## src/rtl/cpu7_decode.sv

```systemverilog
// cpu7_decode: queued RV32I/Zicsr decode stage with valid/ready output stage and flush.
// Define CPU7_DECODE_MEXT_EN to also decode the M extension (OP with funct7=0x01).
module cpu7_decode #(
  parameter int XLEN  = 32,
  parameter int DEPTH = 2
) (
  input  logic                       clk,
  input  logic                       resetn,
  input  logic                       flush,
  input  logic                       f_valid,
  output logic                       f_ready,
  input  logic [XLEN-1:0]            f_pc,
  input  logic [31:0]                f_instr,
  output logic                       d_valid,
  input  logic                       d_ready,
  output logic [XLEN-1:0]            d_pc,
  output logic [31:0]                d_instr,
  output logic [4:0]                 d_rs1,
  output logic [4:0]                 d_rs2,
  output logic [4:0]                 d_rd,
  output logic                       d_regwrite,
  output logic                       d_memtoreg,
  output logic                       d_memwrite,
  output logic                       d_alusrc,
  output logic                       d_jump,
  output logic [2:0]                 d_branchtype,
  output logic [2:0]                 d_immtype,
  output logic [4:0]                 d_alucontrol,
  output logic                       d_mret,
  output logic                       d_csr,
  output logic                       d_csr_rs1uimm,
  output logic [1:0]                 d_csr_wsc,
  output logic                       d_illinstr,
  output logic [$clog2(DEPTH+1)-1:0] count
);
  localparam int PW = $clog2(DEPTH);
  localparam int CW = $clog2(DEPTH+1);
  typedef struct packed {
    logic       regwrite, memtoreg, memwrite, alusrc, jump;
    logic [2:0] branchtype, immtype;
    logic [4:0] alucontrol;
    logic       mret, csr, csr_rs1uimm;
    logic [1:0] csr_wsc;
    logic       illinstr;
  } ctrl_t;
  logic [XLEN-1:0] pc_mem [DEPTH];
  logic [31:0]     ins_mem [DEPTH];
  logic [PW-1:0]   wr_ptr, rd_ptr;
  logic [31:0]     hi;
  logic [6:0]      op, f7;
  logic [2:0]      f3;
  logic [4:0]      alu_r;
  logic            push, pop, ill;
  ctrl_t           c, q;
  assign hi      = ins_mem[rd_ptr];
  assign op      = hi[6:0];
  assign f3      = hi[14:12];
  assign f7      = hi[31:25];
  assign f_ready = count < CW'(DEPTH);
  assign push    = f_valid && f_ready;
  assign pop     = (count != '0) && (!d_valid || d_ready);
  // funct3 -> ALU op shared by OP and OP-IMM; funct7=0x20 selects sra on funct3=5
  assign alu_r = f3 == 3'd0 ? 5'd0 : f3 == 3'd1 ? 5'd2 : f3 == 3'd2 ? 5'd3 : f3 == 3'd3 ? 5'd4 :
                 f3 == 3'd4 ? 5'd5 : f3 == 3'd5 ? (f7 == 7'h20 ? 5'd7 : 5'd6) : f3 == 3'd6 ? 5'd8 : 5'd9;
  always_comb begin
    c = '0;
    c.immtype = 3'd5;
    ill = 1'b0;
    case (op)
      7'h03: begin c.regwrite = 1'b1; c.memtoreg = 1'b1; c.alusrc = 1'b1; c.immtype = 3'd0; ill = f3 == 3'd3 || f3[2:1] == 2'b11; end
      7'h23: begin c.memwrite = 1'b1; c.alusrc = 1'b1; c.immtype = 3'd1; ill = f3 > 3'd2; end
      7'h13: begin
        c.regwrite = 1'b1; c.alusrc = 1'b1; c.immtype = 3'd0; c.alucontrol = alu_r;
        ill = (f3 == 3'd1 && f7 != 7'h00) || (f3 == 3'd5 && f7 != 7'h00 && f7 != 7'h20);
      end
      7'h33: begin
        c.regwrite = 1'b1;
        c.alucontrol = (f3 == 3'd0 && f7 == 7'h20) ? 5'd1 : alu_r;
        ill = !(f7 == 7'h00 || (f7 == 7'h20 && (f3 == 3'd0 || f3 == 3'd5)));
`ifdef CPU7_DECODE_MEXT_EN
        if (f7 == 7'h01) begin c.alucontrol = {2'b10, f3}; ill = 1'b0; end
`endif
      end
      7'h63: begin
        c.branchtype = f3[2] ? f3 - 3'd1 : f3 + 3'd1; c.immtype = 3'd2; c.alucontrol = 5'd1;
        ill = f3[2:1] == 2'b01;
      end
      7'h6F: begin c.regwrite = 1'b1; c.jump = 1'b1; c.immtype = 3'd4; end
      7'h67: begin c.regwrite = 1'b1; c.jump = 1'b1; c.alusrc = 1'b1; c.immtype = 3'd0; ill = f3 != 3'd0; end
      7'h37: begin c.regwrite = 1'b1; c.alusrc = 1'b1; c.immtype = 3'd3; c.alucontrol = 5'd10; end
      7'h17: begin c.regwrite = 1'b1; c.alusrc = 1'b1; c.immtype = 3'd3; end
      7'h0F: ;
      7'h73: begin
        if (f3 != 3'd0) begin
          c.csr = 1'b1; c.regwrite = 1'b1; c.csr_wsc = f3[1:0]; c.csr_rs1uimm = f3[2]; ill = f3 == 3'd4;
        end else if (hi == 32'h30200073) c.mret = 1'b1;
        else ill = 1'b1;
      end
      default: ill = 1'b1;
    endcase
    if (hi[1:0] != 2'b11) ill = 1'b1;
    // illegal entries still flow to execute so the trap sees d_pc, but must have no side effects
    if (ill) begin
      c.regwrite = 1'b0; c.memwrite = 1'b0; c.memtoreg = 1'b0; c.jump = 1'b0;
      c.csr = 1'b0; c.mret = 1'b0; c.branchtype = 3'd0;
    end
    c.illinstr = ill;
  end
  always_ff @(posedge clk)
    if (push) begin
      pc_mem[wr_ptr]  <= f_pc;
      ins_mem[wr_ptr] <= f_instr;
    end
  always_ff @(posedge clk or negedge resetn)
    if (!resetn) begin
      wr_ptr  <= '0;
      rd_ptr  <= '0;
      count   <= '0;
      d_valid <= 1'b0;
      d_pc    <= '0;
      d_instr <= '0;
      q       <= '0;
    end else if (flush) begin
      wr_ptr  <= '0;
      rd_ptr  <= '0;
      count   <= '0;
      d_valid <= 1'b0;
    end else begin
      if (push) wr_ptr <= wr_ptr + 1'b1;
      if (pop) begin
        rd_ptr  <= rd_ptr + 1'b1;
        d_valid <= 1'b1;
        d_pc    <= pc_mem[rd_ptr];
        d_instr <= hi;
        q       <= c;
      end else if (d_ready) d_valid <= 1'b0;
      count <= count + CW'(push) - CW'(pop);
    end
  assign d_rs1         = d_instr[19:15];
  assign d_rs2         = d_instr[24:20];
  assign d_rd          = d_instr[11:7];
  assign d_regwrite    = q.regwrite;
  assign d_memtoreg    = q.memtoreg;
  assign d_memwrite    = q.memwrite;
  assign d_alusrc      = q.alusrc;
  assign d_jump        = q.jump;
  assign d_branchtype  = q.branchtype;
  assign d_immtype     = q.immtype;
  assign d_alucontrol  = q.alucontrol;
  assign d_mret        = q.mret;
  assign d_csr         = q.csr;
  assign d_csr_rs1uimm = q.csr_rs1uimm;
  assign d_csr_wsc     = q.csr_wsc;
  assign d_illinstr    = q.illinstr;
endmodule
```

## config.mk

```make
export PLATFORM = sky130hd
export DESIGN_NAME = cpu7_decode
export DESIGN_NICKNAME = d
export VERILOG_FILES = /design/src/rtl/cpu7_decode.sv
export SDC_FILE = /design/constraint.sdc
export NUM_CORES = 1
export LEC_CHECK = 0
export BUFFER_PORTS_ARGS = -buffer_cell sky130_fd_sc_hd__buf_2
export CAP_MARGIN = 40
export CORE_ASPECT_RATIO = 2
export CORE_MARGIN = 4
export CORE_UTILIZATION = 59
export CTS_CLUSTER_DIAMETER = 100
export CTS_CLUSTER_SIZE = 16
export DETAILED_ROUTE_END_ITERATION = 6
export PLACE_DENSITY_LB_ADDON = 0.08
export SLEW_MARGIN = 15
export SYNTH_ARGS = -nofsm -noshare
export SYNTH_HDL_FRONTEND = slang
export SYNTH_SLANG_ARGS = --single-unit
```

## constraint.sdc

```tcl
create_clock -name clk -period 10.6 [get_ports clk]
set_clock_uncertainty 0.1 [all_clocks]
set_input_delay 1.06 -clock clk [delete_from_list [all_inputs] [get_ports clk]]
set_output_delay 1.06 -clock clk [all_outputs]
set_load 0.005 [all_outputs]
```

[Yosys cells after proc, flatten, opt, wreduce, memory -nomap -nowiden]
Memory sizes are Yosys's and may differ from the RTL's. A register that Yosys moved wholly into a read port is not among the register bits.
Index checks and enable logic that the tools add are counted.
Cells by class
  bitwise operators: 1
  reductions and logical operators: 30
  eq/ne operators: 23
  add/sub/neg operators: 6
  magnitude comparators: 2
  multiplexer cells: 40
Operators by type and width (count)
  $mux 4: 9
  $eq 32x30->1 const B: 1
  $eq 7x6->1 const B: 4
  $eq 7x7->1 const B: 4
  $mux 1: 21
  $pmux 4 s4: 1
  $pmux 3 s5: 1
  $eq 7x5->1 const B: 2
  $eq 3x3->1 const B: 3
  $mux 3: 3
  $pmux 1 s8: 1
  $eq 7x2->1 const B: 1
  $eq 7x4->1 const B: 1
  $logic_and 1x1->1: 7
  $logic_not 7->1: 1
  $ne 7x6->1 const B: 1
  $reduce_bool 7->1: 1
  $reduce_or 7->1: 1
  $eq 3x2->1 const B: 2
  $reduce_bool 2->1: 3
  $reduce_bool 3->1: 2
  $reduce_or 6->1: 1
  $logic_or 1x1->1: 5
  $mux 5: 1
  20 further kinds: 25
Word-level totals
  output and inout port bits: 105
  logic and storage cells: 122
  bits of input ports: 69
  bits in registers: 59
  memories kept: 2
  bits in writable memories: 128
Memory list
  ins_mem: words 2, width 32, rd ports 1, clocked after memory_dff 0, write ports 1, line 47  | logic [31:0] ins_mem [DEPTH];
  pc_mem: words 2, width 32, rd ports 1, clocked after memory_dff 1, write ports 1, line 46  | logic [XLEN-1:0] pc_mem [DEPTH];

[Logic depth before layout (Yosys ltp)]
An unclocked memory read counts as a cell.
  depth after elaboration: 11
  mapped depth: 12
  gate-level depth less buffers: 9

[Worst setup path before layout]
OpenSTA, ideal clock, no wires.
  path kind: in2reg
  from: in f_valid
  to: mem ins_mem[0][0], enable pin
  required time: 10.014 ns
  setup time: 0.486 ns
  arrival: 3.833 ns
  path slack: 6.181 ns
  cell stages on the path: 2
  buffers on the path: 0
  path through: nand2_1 > nor2_1
Between the ends
  word-level cells in the longest chain between the ends: 3
Ends and longest elaborated chain
  start, declared: line 10  | input logic f_valid,
  $logic_and 1x1->1: line 60  | assign push = f_valid && f_ready;
  $mux 1: line 110  | if (push) begin
  $mux 1 (not written as such): line 112  | ins_mem[wr_ptr] <= f_instr;
  end, declared: line 47
No other way between the ends.

[Final worst setup path]
  from: reg rd_ptr
  to: reg q (netlist bit d_branchtype[1])
Between the ends
  word-level cells in the longest chain between the ends: 9
  elaborated cells between the ends (all ways): 46
  those cells by class: add/sub (2); order compare (1); eq/ne (21); mux (7); reduce/logical (14); memory (1)
Ends and longest elaborated chain
  start, declared: line 48  | logic [PW-1:0] wr_ptr, rd_ptr;
  start signal, assigned: line 131  | rd_ptr <= rd_ptr + 1'b1;
  $mem_v2 2x32 *
  parallel branches: the longest is 7 deep, another holds $eq 32x30->1
  $mux 4 *: line 103  | if (ill) begin
  end signal, assigned: line 122  | q <= '0;
  end signal, assigned: line 135  | q <= c;
  end, declared: line 54  | ctrl_t c, q;
Mark *: on every way between the ends.
A chain may end at the register's enable or synchronous reset.

==> metrics.txt <==
share of cells above drive strength 1=27.09%; synth warn=0; row cnt=63; total CTS buffers=17; Setup violations, final=0; antenna violations before repair=2; Post-Route WL=19180 µm; IO Count=174; run status=finished clean; total grt overflow=0; chip height=181.0 µm; total power=2.644 mW; largest family of logic cells by synthesized area=multiplexers; WL met3=1035 µm; count leader, synth=edfxtp_1; core region area=14740 µm²; clock slew at reported path FFs=70 ps; maximum capacitance violations=0; Synth Flop Type=edfxtp_1; Critical Path RT=10870 ps; Register-to-Register Path Depth=8; post-detail-place hpwl=13330 µm; number of synthesized flops with an enable pin=128; Synth Area in Compound Gates=8.671%; total track usage=22.32%; Post-CTS Resized=0; WHS Path Cells=2; Comb power frac=30.4%; Post-synth top cells=edfxtp_1, dfrtp_1, nor2_1, a21oi_1, mux2i_1; first-pass GRT wire length=29730 µm; crit path max fanout=55; Hold Fails Final Rpt=0; WL met1=6890 µm; routability cong.=0.9228; crit share post-route=40.10%; clk sinks=218; dominant cells by area after synthesis=edfxtp_1, dfrtp_1, mux2i_1, a21oi_1, nor2_1; root buf cell=clkbuf_16; slew margin rel.=40.17%; PD cells=257.3 nW/µm²; Area Overhead vs Synth=16.35%; arrival time worst endpoint=4520 ps; Synth Area in Adders=0.9918%; Avg Inst Size Synth=13.59 µm²; Post-CTS Setup Bufs=0; simple-gate portion of the synthesized area=8.558%; Port Buf Inserts=172; sequential share of power=47.9%; number of synthesized register bits=218; CTS tree=done; router iterations before antenna repair=6; vias=5685; post-synth cell types=66; mux share of post-synthesis cell area=8.898%; Clk pwr share=21.7%; Final WS setup=6349 ps; Final #Nets=878; Starting DRT DRC Count=252; WP depth=8; DP Area=9749 µm²; Slew @ Worst Pin=872.5 ps; Final Cell Area=10270 µm²; met2 wire length=10670 µm; RSZ-0062 raised after global routing=false; final core occ=69.71%; later-pin clock latency in the skew report=470 ps; synthesized cell area=8831 µm²; WP buf/inv=1; Via density=5.640; Final Max Slew Viols=0; Critical Path End Type=flip-flop; delay-heaviest family, CP=compound AO/OA/AOI/OAI gates; # DRC=0; Net Sw Frac=32.75%; Synth top area share=43.53%; Top Metal Used=met5; VDD IR max=0.1757 mV; Seq/Total Area, Yosys=69.03%; ys async rst share=41.28%; leakage=4.029 nW; pre-CTS setup slack=6367 ps; Final ANT Viol Nets=0; Die Area=17110 µm²; P_sw=0.8658 mW; htree depth=1; worst hold path class=reg -> reg; Die W=94.51 µm; kind of critical path=reg -> reg; pin count of the biggest net entering global routing=91; min Tclk post-route=4251 ps; setup_tns=0 ps; slowest CP cell=dfrtp_4; post-synthesis xor/xnor area fraction=0.4959%; Starting Density=59.91%; post-synth top area cell=edfxtp_1; worst stage delay on the critical path=840 ps; Syn Nets=726; vias in the first global route=5842; startpoint types=flip-flop; WL per Instance=19.03 µm; post-synthesis cell count=650; critical path, cell by cell=buf_4 -> mux2i_1 -> ha_1 -> nand2_2 -> nor4_1 -> o2111ai_1 -> a211o_2 -> o41ai_2; maximum root-to-sink buffer count=3; P_int=1.778 mW; Max Fclk=235.2 MHz; CTS Hold Buffers Added=0
[final timing paths]
path	startpoint	slack (ps)	to
max	rd_ptr$_DFFE_PN0P_	6350	d_branchtype[1]$_DFFE_PN0P_
min	d_alucontrol[2]$_DFFE_PN0P_	370	d_alucontrol[2]$_DFFE_PN0P_
max reg2reg	rd_ptr$_DFFE_PN0P_	6350	d_branchtype[1]$_DFFE_PN0P_
min reg2reg	d_alucontrol[2]$_DFFE_PN0P_	370	d_alucontrol[2]$_DFFE_PN0P_
max in group asynchronous	resetn	8810	d_pc[28]$_DFFE_PN0P_
min in group asynchronous	resetn	470	d_immtype[2]$_DFFE_PN0P_
[placed cells by master, fill, tap and decap left out, types with 3 or more instances in the layout]
cell type,Yosys,final
buf_2,3,171
ha_1,7,7
edfxtp_1,128,128
clkbuf_16,0,17
nand3_1,6,6
buf_4,17,5
nand4_1,6,6
dfrtp_1,90,89
nand2_1,30,30
o22ai_1,3,3
nor2_1,81,80
or3b_2,3,3
a21oi_1,75,75
nand3b_1,5,5
xor2_1,4,4
o211ai_1,3,3
clkbuf_1,19,11
mux2_2,7,7
mux2i_1,67,67
o21ai_0,20,20
nor3_1,7,7
inv_1,8,8
[cell families (layout without fill, tap and decap cells)]
kind of cell	after synthesis	count (layout)
AO/OA/AOI/OAI	128	128
adder cells (fa/ha/maj)	7	7
buffers and inverters	54	216
XOR/XNOR	5	5
flip-flops	218	218
AND/OR/NAND/NOR	161	161
multiplexers	76	76
other	1	2
[worst reg2reg max path: cells and delay by family (launching register included)]
kind | cells | cell delay [ps]
adders and majority gates | 1 | 380
AOI/OAI and AO/OA | 3 | 1050
muxes | 1 | 600
DFF | 1 | 840
and+or+nand+nor | 2 | 440
buffers and inverters | 1 | 750
[flip-flops by register name (all words and copies together) (netlist names), 2 cells and up]
signal and count:
ins_mem 64, pc_mem 64, d_instr 32, d_pc 32, d_alucontrol 4, d_branchtype 3
d_immtype 3, count 2, d_csr_wsc 2
[metrics by stage]
stage | cells | hold WS (ps)
floorplan | 650 | 367.3
global placement | 975 | 361.9
detailed placement | 976 | 359.8
CTS | 1005 | 381.9
global route | 1008 | 392.1
finish | 1008 | 374.4
[routing by layer]
layer / vias up / track usage [%]
li1: 2667 / -
met5: - / 0
met2: 183 / 41.23
met1: 2794 / 25.39
met3: 39 / 3.583
met4: 2 / 7.981
[area by class of cell]
class                           count  area [µm²]
Clock inverter                      1       8.758
Multi-Input combinational cell    378        2462
Fill cell                        1087        4466
Clock buffer                       28       466.7
Sequential cell                   218        6100
Inverter                            8       30.03
Timing Repair Buffer              179       960.9
Antenna cell                        1       2.502
Tap cell                          195       244.0
[power groups by stage]
stage | registers, mW | logic [mW] | clock network [mW]
3_5_place_dp | 1.29 | 0.800 | 0
5_1_grt | 1.29 | 0.894 | 0.620
4_1_cts | 1.27 | 0.805 | 0.587
3_3_place_gp | 1.27 | 0.778 | 0
2_1_floorplan | 1.25 | 0.546 | 0
6_report | 1.27 | 0.804 | 0.573
(Power assumes the default switching activity.)
